<file path="config.mk">
export PLATFORM = sky130hd
export DESIGN_NAME = scaler_v_ctrl_flat
export DESIGN_NICKNAME = d
export VERILOG_FILES = /design/src/rtl/scaler_v_ctrl_pkg.sv /design/src/rtl/scaler_v_ctrl_if.sv /design/src/rtl/scaler_v_ctrl_udiv_serial.sv /design/src/rtl/scaler_v_ctrl.sv /design/src/flat_wrapper.sv
export SDC_FILE = /design/constraint.sdc
export NUM_CORES = 1
export LEC_CHECK = 0
export ABC_AREA = 0
export CELL_PAD_IN_SITES_DETAIL_PLACEMENT = 0
export CELL_PAD_IN_SITES_GLOBAL_PLACEMENT = 1
export CORE_MARGIN = 8
export CORE_UTILIZATION = 36
export CTS_CLUSTER_SIZE = 10
export DETAILED_ROUTE_END_ITERATION = 6
export GPL_ROUTABILITY_DRIVEN = 0
export PLACE_DENSITY_LB_ADDON = 0.1
export SYNTH_ARGS = -nofsm -noshare
export SYNTH_HDL_FRONTEND = slang
export SYNTH_SLANG_ARGS = --single-unit
</file>
<file path="constraint.sdc">
create_clock -name clk -period 3.7 [get_ports clk]
set_input_delay 0.74 -clock clk [delete_from_list [all_inputs] [get_ports clk]]
set_output_delay 0.74 -clock clk [all_outputs]
set_load 0.005 [all_outputs]
</file>
<file path="src/rtl/scaler_v_ctrl_pkg.sv">
// Shared types and constants for the vertical scaler
// configuration controller.
package scaler_pkg;

  localparam int FRAC_BITS = 12;
  localparam int LINE_STEP = 1 << FRAC_BITS;
  localparam int MAX_LINE_SIZE = 1024;
  localparam logic [15:0] STEP_MAX = 16'hFFFF;

  typedef enum logic [1:0] {
    IDLE,
    DIVIDE,
    CHECK,
    PENDING
  } state_t;

endpackage

</file>
<file path="src/rtl/scaler_v_ctrl_if.sv">
// Resolution request channel: valid/ready plus the three
// geometry fields.
interface scaler_v_ctrl_if;

  logic        cfg_valid;
  logic        cfg_ready;
  logic [15:0] cfg_in_h;
  logic [15:0] cfg_in_w;
  logic [15:0] cfg_out_h;

  modport master (
    output cfg_valid,
    output cfg_in_h,
    output cfg_in_w,
    output cfg_out_h,
    input  cfg_ready
  );

  modport slave (
    input  cfg_valid,
    input  cfg_in_h,
    input  cfg_in_w,
    input  cfg_out_h,
    output cfg_ready
  );

endinterface

</file>
<file path="src/rtl/scaler_v_ctrl_udiv_serial.sv">
// Restoring unsigned divider, one quotient bit per clock.
// done flags the cycle whose closing edge writes the last bit.
module udiv_serial #(
  parameter int N_WIDTH = 28,
  parameter int D_WIDTH = 16
) (
  input  logic               clk,
  input  logic               rst_n,
  input  logic               start,
  input  logic [N_WIDTH-1:0] dividend,
  input  logic [D_WIDTH-1:0] divisor,
  output logic [N_WIDTH-1:0] quotient,
  output logic               done
);

  localparam int CW = $clog2(N_WIDTH + 1);

  logic [D_WIDTH-1:0] rem;
  logic [D_WIDTH-1:0] dsr;
  logic [CW-1:0]      cnt;
  logic [D_WIDTH:0]   trial;
  logic               fit;

  assign trial = {rem, quotient[N_WIDTH-1]} - {1'b0, dsr};
  assign fit   = ~trial[D_WIDTH];
  assign done  = (cnt == CW'(1));

  always_ff @(posedge clk or negedge rst_n) begin
    if (!rst_n) begin
      rem      <= '0;
      dsr      <= '0;
      cnt      <= '0;
      quotient <= '0;
    end else if (start) begin
      rem      <= '0;
      dsr      <= divisor;
      cnt      <= CW'(N_WIDTH);
      quotient <= dividend;
    end else if (cnt != '0) begin
      // quotient doubles as the dividend shift register
      rem <= fit ? trial[D_WIDTH-1:0]
                 : {rem[D_WIDTH-2:0], quotient[N_WIDTH-1]};
      quotient <= {quotient[N_WIDTH-2:0], fit};
      cnt      <= cnt - CW'(1);
    end
  end

endmodule

</file>
<file path="src/rtl/scaler_v_ctrl.sv">
// Vertical scaler config controller: divide, validate, and
// commit step/line size only on a frame start.
module scaler_v_ctrl #(
  parameter int LINE_STEP         = 4096,
  parameter int MAX_LINE_SIZE     = 1024,
  parameter int DEFAULT_STEP      = 4096,
  parameter int DEFAULT_LINE_SIZE = 1023
) (
  input  logic             clk,
  input  logic             rst_n,
  scaler_v_ctrl_if.slave   cfg,
  input  logic             de_i,
  input  logic             vs_i,
  output logic [15:0]      v_scale_step,
  output logic [15:0]      v_scale_line_size,
  output logic             cfg_applied,
  output logic             cfg_err,
  output logic             busy
);

  import scaler_pkg::*;

  localparam int FB = $clog2(LINE_STEP);
  localparam int NW = 16 + FB;
  localparam logic [16:0] MAX_W = 17'(MAX_LINE_SIZE);

  state_t state;
  state_t state_n;

  logic [15:0]   in_h;
  logic [15:0]   in_w;
  logic [15:0]   out_h;
  logic [15:0]   step_sh;
  logic [15:0]   size_sh;
  logic [NW-1:0] quo;
  logic          div_done;
  logic          accept;
  logic          fs;
  logic          reject;
  logic          commit;
  logic          err_c;
  logic [15:0]   step_c;

  assign fs            = de_i & vs_i;
  assign cfg.cfg_ready = (state == IDLE);
  assign busy          = (state != IDLE);
  assign accept        = cfg.cfg_valid & cfg.cfg_ready;

  udiv_serial #(
    .N_WIDTH(NW),
    .D_WIDTH(16)
  ) u_div (
    .clk     (clk),
    .rst_n   (rst_n),
    .start   (accept),
    .dividend({cfg.cfg_in_h, {FB{1'b0}}}),
    .divisor (cfg.cfg_out_h),
    .quotient(quo),
    .done    (div_done)
  );

  assign reject = (out_h == '0)
               | (in_h == '0)
               | (in_w == '0)
               | ({1'b0, in_w} > MAX_W)
               | (quo == '0);

  assign step_c = (|quo[NW-1:16]) ? STEP_MAX : quo[15:0];

  always_comb begin
    state_n = state;
    commit  = 1'b0;
    err_c   = 1'b0;
    unique case (state)
      IDLE: begin
        if (accept) state_n = DIVIDE;
      end
      DIVIDE: begin
        if (div_done) state_n = CHECK;
      end
      CHECK: begin
        if (reject) begin
          err_c   = 1'b1;
          state_n = IDLE;
        end else begin
          state_n = PENDING;
        end
      end
      PENDING: begin
        if (fs) begin
          commit  = 1'b1;
          state_n = IDLE;
        end
      end
      default: state_n = IDLE;
    endcase
  end

  always_ff @(posedge clk or negedge rst_n) begin
    if (!rst_n) begin
      state             <= IDLE;
      in_h              <= '0;
      in_w              <= '0;
      out_h             <= '0;
      step_sh           <= '0;
      size_sh           <= '0;
      v_scale_step      <= 16'(DEFAULT_STEP);
      v_scale_line_size <= 16'(DEFAULT_LINE_SIZE);
      cfg_applied       <= 1'b0;
      cfg_err           <= 1'b0;
    end else begin
      state       <= state_n;
      cfg_applied <= commit;
      cfg_err     <= err_c;
      if (accept) begin
        in_h  <= cfg.cfg_in_h;
        in_w  <= cfg.cfg_in_w;
        out_h <= cfg.cfg_out_h;
      end
      if (state == CHECK && !reject) begin
        step_sh <= step_c;
        size_sh <= in_w - 16'd1;
      end
      if (commit) begin
        v_scale_step      <= step_sh;
        v_scale_line_size <= size_sh;
      end
    end
  end

endmodule

</file>
<file path="src/flat_wrapper.sv">
// flat-port wrapper written by rule: the top's interface ports become plain ports
module scaler_v_ctrl_flat import scaler_pkg::*;
#(
  parameter int LINE_STEP         = 4096,
  parameter int MAX_LINE_SIZE     = 1024,
  parameter int DEFAULT_STEP      = 4096,
  parameter int DEFAULT_LINE_SIZE = 1023
)
  (clk, rst_n, de_i, vs_i, v_scale_step, v_scale_line_size, cfg_applied, cfg_err, busy, cfg_cfg_valid, cfg_cfg_in_h, cfg_cfg_in_w, cfg_cfg_out_h, cfg_cfg_ready);
  scaler_v_ctrl_if cfg_i ();
  input  logic clk;
  input  logic rst_n;
  input  logic de_i;
  input  logic vs_i;
  output logic [15:0] v_scale_step;
  output logic [15:0] v_scale_line_size;
  output logic cfg_applied;
  output logic cfg_err;
  output logic busy;
  input wire logic [$bits(cfg_i.cfg_valid)-1:0] cfg_cfg_valid;
  input wire logic [$bits(cfg_i.cfg_in_h)-1:0] cfg_cfg_in_h;
  input wire logic [$bits(cfg_i.cfg_in_w)-1:0] cfg_cfg_in_w;
  input wire logic [$bits(cfg_i.cfg_out_h)-1:0] cfg_cfg_out_h;
  output wire logic [$bits(cfg_i.cfg_ready)-1:0] cfg_cfg_ready;
  assign cfg_i.cfg_valid = cfg_cfg_valid;
  assign cfg_i.cfg_in_h = cfg_cfg_in_h;
  assign cfg_i.cfg_in_w = cfg_cfg_in_w;
  assign cfg_i.cfg_out_h = cfg_cfg_out_h;
  assign cfg_cfg_ready = cfg_i.cfg_ready;
  scaler_v_ctrl #(.LINE_STEP(LINE_STEP), .MAX_LINE_SIZE(MAX_LINE_SIZE), .DEFAULT_STEP(DEFAULT_STEP), .DEFAULT_LINE_SIZE(DEFAULT_LINE_SIZE)) u_core (.clk(clk), .rst_n(rst_n), .cfg(cfg_i), .de_i(de_i), .vs_i(vs_i), .v_scale_step(v_scale_step), .v_scale_line_size(v_scale_line_size), .cfg_applied(cfg_applied), .cfg_err(cfg_err), .busy(busy));
endmodule
</file>
**Word-level counts from Yosys, hierarchy flattened**

Cells that the tools add are included.
W data, S select, Z words.

- Bits in registers: 165
- Bits of input ports: 53
- Output and inout bits: 36
- Logic and storage cells: 60

- Add/sub/neg operators: 3
- $lt $le $gt $ge: 1
- Equality and inequality tests: 7
- Multiplexer cells: 17
- Bitwise logic cells: 7
- Reductions and logical operators: 12

Operators with widths:

| cell | count |
|---|---|
| $mux W16 | 4 |
| $mux W28 | 2 |
| $logic_not A16 Y1 | 3 |
| $logic_not A28 Y1 | 1 |
| $sub A17 B16 Y17 | 1 |
| $gt A16 B11 Y1 const B | 1 |
| $sub A16 B1 Y16 const B | 1 |
| $reduce_or A12 Y1 | 1 |
| $mux W5 | 2 |
| $mux W2 | 4 |
| $pmux W2 S4 | 1 |
| $eq A5 B1 Y1 const B | 1 |
| $reduce_bool A5 Y1 | 1 |
| $sub A5 B1 Y5 const B | 1 |
| $eq A2 B2 Y1 const B | 2 |
| $mux W1 | 4 |
| $ne A2 B1 Y1 const B | 2 |
| $or A1 B1 Y1 | 4 |
| $reduce_bool A2 Y1 | 2 |
| $reduce_and A3 Y1 | 1 |
| $and A1 B1 Y1 | 2 |
| $eq A2 B1 Y1 const B | 1 |
| $logic_not A2 Y1 | 1 |
| $ne A2 B2 Y1 const B | 1 |
| other kinds (3) | 3 |

**Logic depth before layout (Yosys ltp)**

- Depth after elaboration: 7
- Gate-level depth with buffers: 12
- Mapped depth without buffers: 11

**Modules after synthesis**

From an unflattened synthesis, not the netlist that was laid out.

- Cell total of the unflattened synthesis: 811
- Area, all modules: 8560.7 µm²

By module, submodules not included:

| module | times used | cells each | area each (µm²) | seq. area each (µm²) |
|---|---|---|---|---|
| scaler_v_ctrl | 1 | 415 | 4819.6 | 2916.5 |
| udiv_serial | 1 | 396 | 3741.1 | 1626.6 |

**Worst setup path after synthesis**

No wires, ideal clock.

- Path type: register -> register
- From: reg u_core.u_div.quotient[27]
- To: reg u_core.u_div.rem[0]
- Library setup time: 0.077 ns
- Arrival: 2.712 ns
- Required time: 3.623 ns
- Setup slack: 0.911 ns
- Stages on the path, launching flop included: 12
- Path buffers: 0
- Period minus slack after synthesis: 2.789 ns
- Path through: dfrtp_1 -> inv_1 -> ha_1 -> inv_1 -> fa_1 -> a21o_1 -> a221oi_2 -> o221ai_2 -> o21ai_4 -> xor2_2 -> mux2_2 -> a21oi_1

- Word-level cells in the longest chain between the ends: 4

Ends and longest elaborated chain:

| element | line | text |
|---|---|---|
| from (decl) | scaler_v_ctrl_udiv_serial.sv:12 | `output logic [N_WIDTH-1:0] quotient,` |
| from (signal assigned) | scaler_v_ctrl_udiv_serial.sv:38 | `quotient <= dividend;` |
| from (signal assigned) | scaler_v_ctrl_udiv_serial.sv:43 | `quotient <= {quotient[N_WIDTH-2:0], fit};` |
| $sub A17 B16 Y17 | scaler_v_ctrl_udiv_serial.sv:24 | `assign trial = {rem, quotient[N_WIDTH-1]} - {1'b0, dsr};` |
| $mux W16 (*) | scaler_v_ctrl_udiv_serial.sv:41 | `rem <= fit ? trial[D_WIDTH-1:0]` |
| $mux W16 (*) | scaler_v_ctrl_udiv_serial.sv:39 | `end else if (cnt != '0) begin` |
| $mux W16 (*) | scaler_v_ctrl_udiv_serial.sv:34 | `end else if (start) begin` |
| to (signal assigned) | scaler_v_ctrl_udiv_serial.sv:41 |  |
| to (decl) | scaler_v_ctrl_udiv_serial.sv:18 | `logic [D_WIDTH-1:0] rem;` |

Mark *: on every way between the ends. The rest lies on a longest branch, timed or not. The select of a mux whose other input is x is not followed.
A chain may end at the register's enable or synchronous reset.

**Worst setup path after layout**

- From: reg u_core.u_div.quotient[27]
- To: reg u_core.u_div.rem[4]

- Word-level cells in the longest chain between the ends: 4

Ends and longest elaborated chain:

| element | line |
|---|---|
| $sub A17 B16 Y17 | scaler_v_ctrl_udiv_serial.sv:24 |
| $mux W16 | scaler_v_ctrl_udiv_serial.sv:41 |
| $mux W16 | scaler_v_ctrl_udiv_serial.sv:39 |
| $mux W16 | scaler_v_ctrl_udiv_serial.sv:34 |

Every way passes these cells. The select of a mux whose other input is x is not followed.

==> flow_summary.html <==
<table>
<tr><th>Metric</th><th>Value</th></tr>
<tr><th colspan="2">Detailed routing</th></tr>
<tr><td>Routed len/inst</td><td>15.4 um</td></tr>
<tr><td>Vias per inst</td><td>roughly 5</td></tr>
<tr><td>DRT met1 WL</td><td>between 8000 and 9000 um</td></tr>
<tr><td>Number of iterations in the first detailed-routing pass</td><td>5</td></tr>
<tr><td>Routed Antenna Nets</td><td>0</td></tr>
<tr><td>Vias</td><td>6,120</td></tr>
<tr><td>Wire length on met2</td><td>about 8700 um</td></tr>
<tr><td>Iter 0 DRT Violations</td><td>a little under 300</td></tr>
<tr><td>Wire length on met3</td><td>827 um</td></tr>
<tr><td>Uppermost metal layer occupied by signal nets</td><td>met4</td></tr>
<tr><td>Drt total wl</td><td>18,700 um</td></tr>
<tr><td># DRC</td><td>0</td></tr>
<tr><th colspan="2">Timing</th></tr>
<tr><td>Minimum period implied by the final worst setup slack</td><td>about 3.2 ns</td></tr>
<tr><td>Final Skew</td><td>0.0151 ns</td></tr>
<tr><td>Count of final setup violators</td><td>0</td></tr>
<tr><td>Hold Violations, Final</td><td>0</td></tr>
<tr><td>Accumulated negative setup slack</td><td>0 ns</td></tr>
<tr><td>Max-slew headroom at the worst pin</td><td>0.368</td></tr>
<tr><td>RSZ-0062 raised after global routing</td><td>false</td></tr>
<tr><td>Post-route worst hold slack</td><td>approximately 0.27 ns</td></tr>
<tr><td>Final Max Slew Viols</td><td>0</td></tr>
<tr><td>Maximum operating frequency</td><td>308 MHz</td></tr>
<tr><td>Worst slew pin tran</td><td>approximately 0.95 ns</td></tr>
<tr><td>Fin crit share</td><td>0.878</td></tr>
<tr><th colspan="2">Floorplanning</th></tr>
<tr><td>Die Y</td><td>162 um</td></tr>
<tr><td>Number of rows created at floorplan</td><td>53</td></tr>
<tr><td>Number of ports placed on the die boundary</td><td>between 80 and 90</td></tr>
<tr><td>Placeable core region</td><td>roughly 0.021 mm^2</td></tr>
<tr><td>Effective utilization at floorplan</td><td>0.367</td></tr>
<tr><td>Area of the die</td><td>around 0.026 mm^2</td></tr>
<tr><td>Die span in x</td><td>162 um</td></tr>
<tr><th colspan="2">Synth</th></tr>
<tr><td>Post-synthesis async set-or-reset flop share</td><td>1.00</td></tr>
<tr><td>Synth Area in XOR/XNOR</td><td>0.0271</td></tr>
<tr><td>Share of synthesized area occupied by flip-flops and latches</td><td>0.537</td></tr>
<tr><td>Fraction of synthesized area in multiplexers</td><td>0.0316</td></tr>
<tr><td>Summed instance area of the synthesized netlist</td><td>between 0.007 and 0.008 mm^2</td></tr>
<tr><td>Largest family of logic cells by synthesized area</td><td>simple AND/OR/NAND/NOR gates</td></tr>
<tr><td>Top area cells in the synthesized netlist</td><td>sky130_fd_sc_hd__dfrtp_1, sky130_fd_sc_hd__nand2_1, sky130_fd_sc_hd__a21oi_1</td></tr>
<tr><td>Adder-cell share of the synthesized area</td><td>0.0366</td></tr>
<tr><td>Area share of the leading cell type in the synthesized netlist</td><td>0.499</td></tr>
<tr><td>Count of synthesis-stage warnings from yosys</td><td>0</td></tr>
<tr><td>Syn Nets</td><td>about 920</td></tr>
<tr><td>Post-synthesis register bit count</td><td>between 150 and 200</td></tr>
<tr><td>Synth Area per Inst</td><td>between 9 and 10 um^2</td></tr>
<tr><td>Count of unique library cells instantiated by Yosys</td><td>58</td></tr>
<tr><td>Number of flops mapped to enable cells by yosys</td><td>0</td></tr>
<tr><td>Most common cell in the netlist</td><td>sky130_fd_sc_hd__nand2_1</td></tr>
<tr><td>Compound-Gate Fraction of Synth Area</td><td>0.122</td></tr>
<tr><td>Top cells by instance count after synthesis</td><td>sky130_fd_sc_hd__nand2_1, sky130_fd_sc_hd__dfrtp_1, sky130_fd_sc_hd__a21oi_1</td></tr>
<tr><td>Synth Area in Simple Gates</td><td>0.207</td></tr>
<tr><td>Top_reg_cell synth</td><td>sky130_fd_sc_hd__dfrtp_1</td></tr>
<tr><td>Cell count after synthesis</td><td>around 850</td></tr>
<tr><td>Cell taking the most area after synthesis</td><td>sky130_fd_sc_hd__dfrtp_1</td></tr>
<tr><th colspan="2">Final layout</th></tr>
<tr><td>Area occupied by multi-input gates</td><td>roughly 0.0033 mm^2</td></tr>
<tr><td>Layout cells sized above 1</td><td>0.0787</td></tr>
<tr><td>Area added between synthesis and finish</td><td>23.5%</td></tr>
<tr><td>Sequential Area</td><td>0.00414 mm^2</td></tr>
<tr><td>Antenna Diode Count</td><td>0</td></tr>
<tr><td>Final-stage net count</td><td>1,002</td></tr>
<tr><td>Fillcell total</td><td>about 2,000</td></tr>
<tr><th colspan="2">Clock tree</th></tr>
<tr><td>Insertion delay to the later sink of the worst-skew pair</td><td>0.43 ns</td></tr>
<tr><td>TritonCTS clock tree</td><td>yes</td></tr>
<tr><td>Number of sinks on the clock net</td><td>roughly 170</td></tr>
<tr><td>Clock buffer count from CTS</td><td>17</td></tr>
<tr><td>Hold-fix buffers at CTS</td><td>0</td></tr>
<tr><td>Clk buf depth</td><td>2</td></tr>
<tr><td>Setup bufs post-CTS</td><td>0</td></tr>
<tr><td>Number of H-tree branching levels</td><td>4</td></tr>
<tr><td>Clk slew on worst S/H paths</td><td>roughly 0.070 ns</td></tr>
<tr><td>Clock root buffer master</td><td>sky130_fd_sc_hd__clkbuf_16</td></tr>
<tr><td>Number of cells upsized or downsized after cts</td><td>0</td></tr>
<tr><th colspan="2">Run</th></tr>
<tr><td>Total of max-cap violations</td><td>0</td></tr>
<tr><th colspan="2">Placement</th></tr>
<tr><td>Count of input and output buffers</td><td>88</td></tr>
<tr><td>Final HPWL from detailed placement</td><td>between 10,000 and 15,000 um</td></tr>
<tr><th colspan="2">Power</th></tr>
<tr><td>Largest vdd supply drop</td><td>between 0.3 and 0.4 mV</td></tr>
<tr><td>Overall Power</td><td>approximately 8400 uW</td></tr>
<tr><td>P per Cell Area</td><td>around 880 mW/mm^2</td></tr>
<tr><td>Static leakage power</td><td>about 0.0045 uW</td></tr>
<tr><th colspan="2">Global route</th></tr>
<tr><td>Number of global-route vias before repair</td><td>between 6,000 and 7,000</td></tr>
<tr><td>Antenna violations before repair</td><td>0</td></tr>
<tr><td>Wire length of the first global-routing pass</td><td>32,000 um</td></tr>
<tr><td>Global-route congestion overflow total</td><td>0</td></tr>
<tr><td>GR Util All Layers</td><td>0.149</td></tr>
<tr><td>Pin count of the biggest net entering global routing</td><td>72</td></tr>
<tr><th colspan="2">Setup path</th></tr>
<tr><td>Maximum fanout encountered on the critical timing path</td><td>7</td></tr>
<tr><td>Critical path required time</td><td>roughly 4 ns</td></tr>
<tr><td>Kind of critical path</td><td>reg2reg</td></tr>
<tr><td>Startpoint Class</td><td>flip-flop</td></tr>
<tr><td>Worst Reg-to-Reg Cells</td><td>12</td></tr>
<tr><td>Category of the worst setup path capture point</td><td>flip-flop</td></tr>
<tr><td>Arrival time reported for the critical path endpoint</td><td>3.53 ns</td></tr>
<tr><th colspan="2">Outcome</th></tr>
<tr><td>Outcome</td><td>finished clean</td></tr>
<tr><th colspan="2">Hold path</th></tr>
<tr><td>Classification of the worst-slack hold path</td><td>in2async</td></tr>
</table>
==> layer usage <==
layer  global-route usage  vias to the layer above
met2                0.238                      122
met3               0.0311                       19
li1                     -                     3008
met5                    0                        -
met4               0.0434                        0
met1                0.200                     2971
==> worst max-delay path, stage by stage (launching register included) <==
cell and delay (ns):
sky130_fd_sc_hd__dfrtp_1 0.40, sky130_fd_sc_hd__inv_1 0.08, sky130_fd_sc_hd__ha_1 0.17, sky130_fd_sc_hd__inv_1 0.05, sky130_fd_sc_hd__fa_1 0.39, sky130_fd_sc_hd__a21o_1 0.22, sky130_fd_sc_hd__a221oi_2 0.39, sky130_fd_sc_hd__o221ai_2 0.25
sky130_fd_sc_hd__o21ai_4 0.27, sky130_fd_sc_hd__xnor2_1 0.34, sky130_fd_sc_hd__buf_4 0.26, sky130_fd_sc_hd__mux2i_1 0.19, sky130_fd_sc_hd__a21oi_1 0.08
==> cell families (layout without fill, tap and decap cells) <==
logic type,count (synthesis),count (layout)
adders and majority gates,22,22
DFF,165,165
xor gates and xnor gates,23,23
muxes,24,24
buffers and inverters,75,168
AOI/OAI and AO/OA,159,159
and+or+nand+nor,379,379
==> where the power goes <==
group / internal (uW) / leakage, uW / switching (uW)
sequential: 2460 / 0.00211 / 528
clock: 973 / 0.000293 / 831
combinational: 1580 / 0.00207 / 2010
total: 5010 / 0.00448 / 3370
==> registers in the layout, indices dropped and copies added, names as in the netlist <==
| signal | flops |
|---|---|
| u_core.in_w | 16 |
| u_core.step_sh | 16 |
| u_core.state | 2 |
| u_core.in_h | 16 |
| u_core.cfg_applied | 1 |
| u_core.size_sh | 16 |
| u_core.u_div.quotient | 28 |
| u_core.cfg_err | 1 |
| u_core.v_scale_line_size | 16 |
| u_core.u_div.rem | 16 |
| u_core.u_div.cnt | 5 |
| u_core.out_h | 16 |
| u_core.v_scale_step | 16 |
==> final cells by class <==
type,count,area share
inverters,34,0.0134
well taps,275,0.0361
repair buffers,102,0.108
flip-flops and latches,165,0.435
clock buffers,17,0.0446
multi-input cells,607,0.344
clock inverters,15,0.0192
==> stage by stage <==
| step | util | setup WS, ns | area [um^2] | instances |
|---|---|---|---|---|
| floorplan | - | 0.911 | 7720 | 847 |
| global placement | 0.424 | 0.545 | 8920 | 1183 |
| detailed placement | 0.424 | 0.473 | 8920 | 1183 |
| CTS | 0.453 | 0.456 | 9530 | 1215 |
| global route | 0.453 | 0.191 | 9530 | 1215 |
| finish | 0.453 | 0.452 | 9530 | 1215 |
==> final timing paths <==
path / start / endpoint / slack [ns]
min in group clk: u_core.v_scale_line_size[4] / u_core.v_scale_line_size[4] / 0.46
max in group asynchronous: rst_n / u_core.v_scale_line_size[1] / 2.55
hold / removal: rst_n / u_core.v_scale_line_size[10] / 0.27
setup / recovery: u_core.u_div.quotient[27] / u_core.u_div.rem[4] / 0.45
setup reg to reg: u_core.u_div.quotient[27] / u_core.u_div.rem[4] / 0.45
hold reg to reg: u_core.v_scale_line_size[4] / u_core.v_scale_line_size[4] / 0.46
==> placed cells by master, fill, tap and decap left out, types with 12 or more instances in the layout <==
master / count
sky130_fd_sc_hd__inv_1: 34
sky130_fd_sc_hd__a21oi_1: 59
sky130_fd_sc_hd__dfrtp_1: 154
sky130_fd_sc_hd__o21ai_0: 54
sky130_fd_sc_hd__xnor2_1: 13
sky130_fd_sc_hd__nor2_1: 56
sky130_fd_sc_hd__ha_1: 21
sky130_fd_sc_hd__clkdlybuf4s50_1: 87
sky130_fd_sc_hd__nand2_1: 253
sky130_fd_sc_hd__clkbuf_16: 17
sky130_fd_sc_hd__mux2i_1: 21
sky130_fd_sc_hd__nor4_1: 16
sky130_fd_sc_hd__nor3_1: 12
No activity file was read; power rests on OpenSTA's default activity.
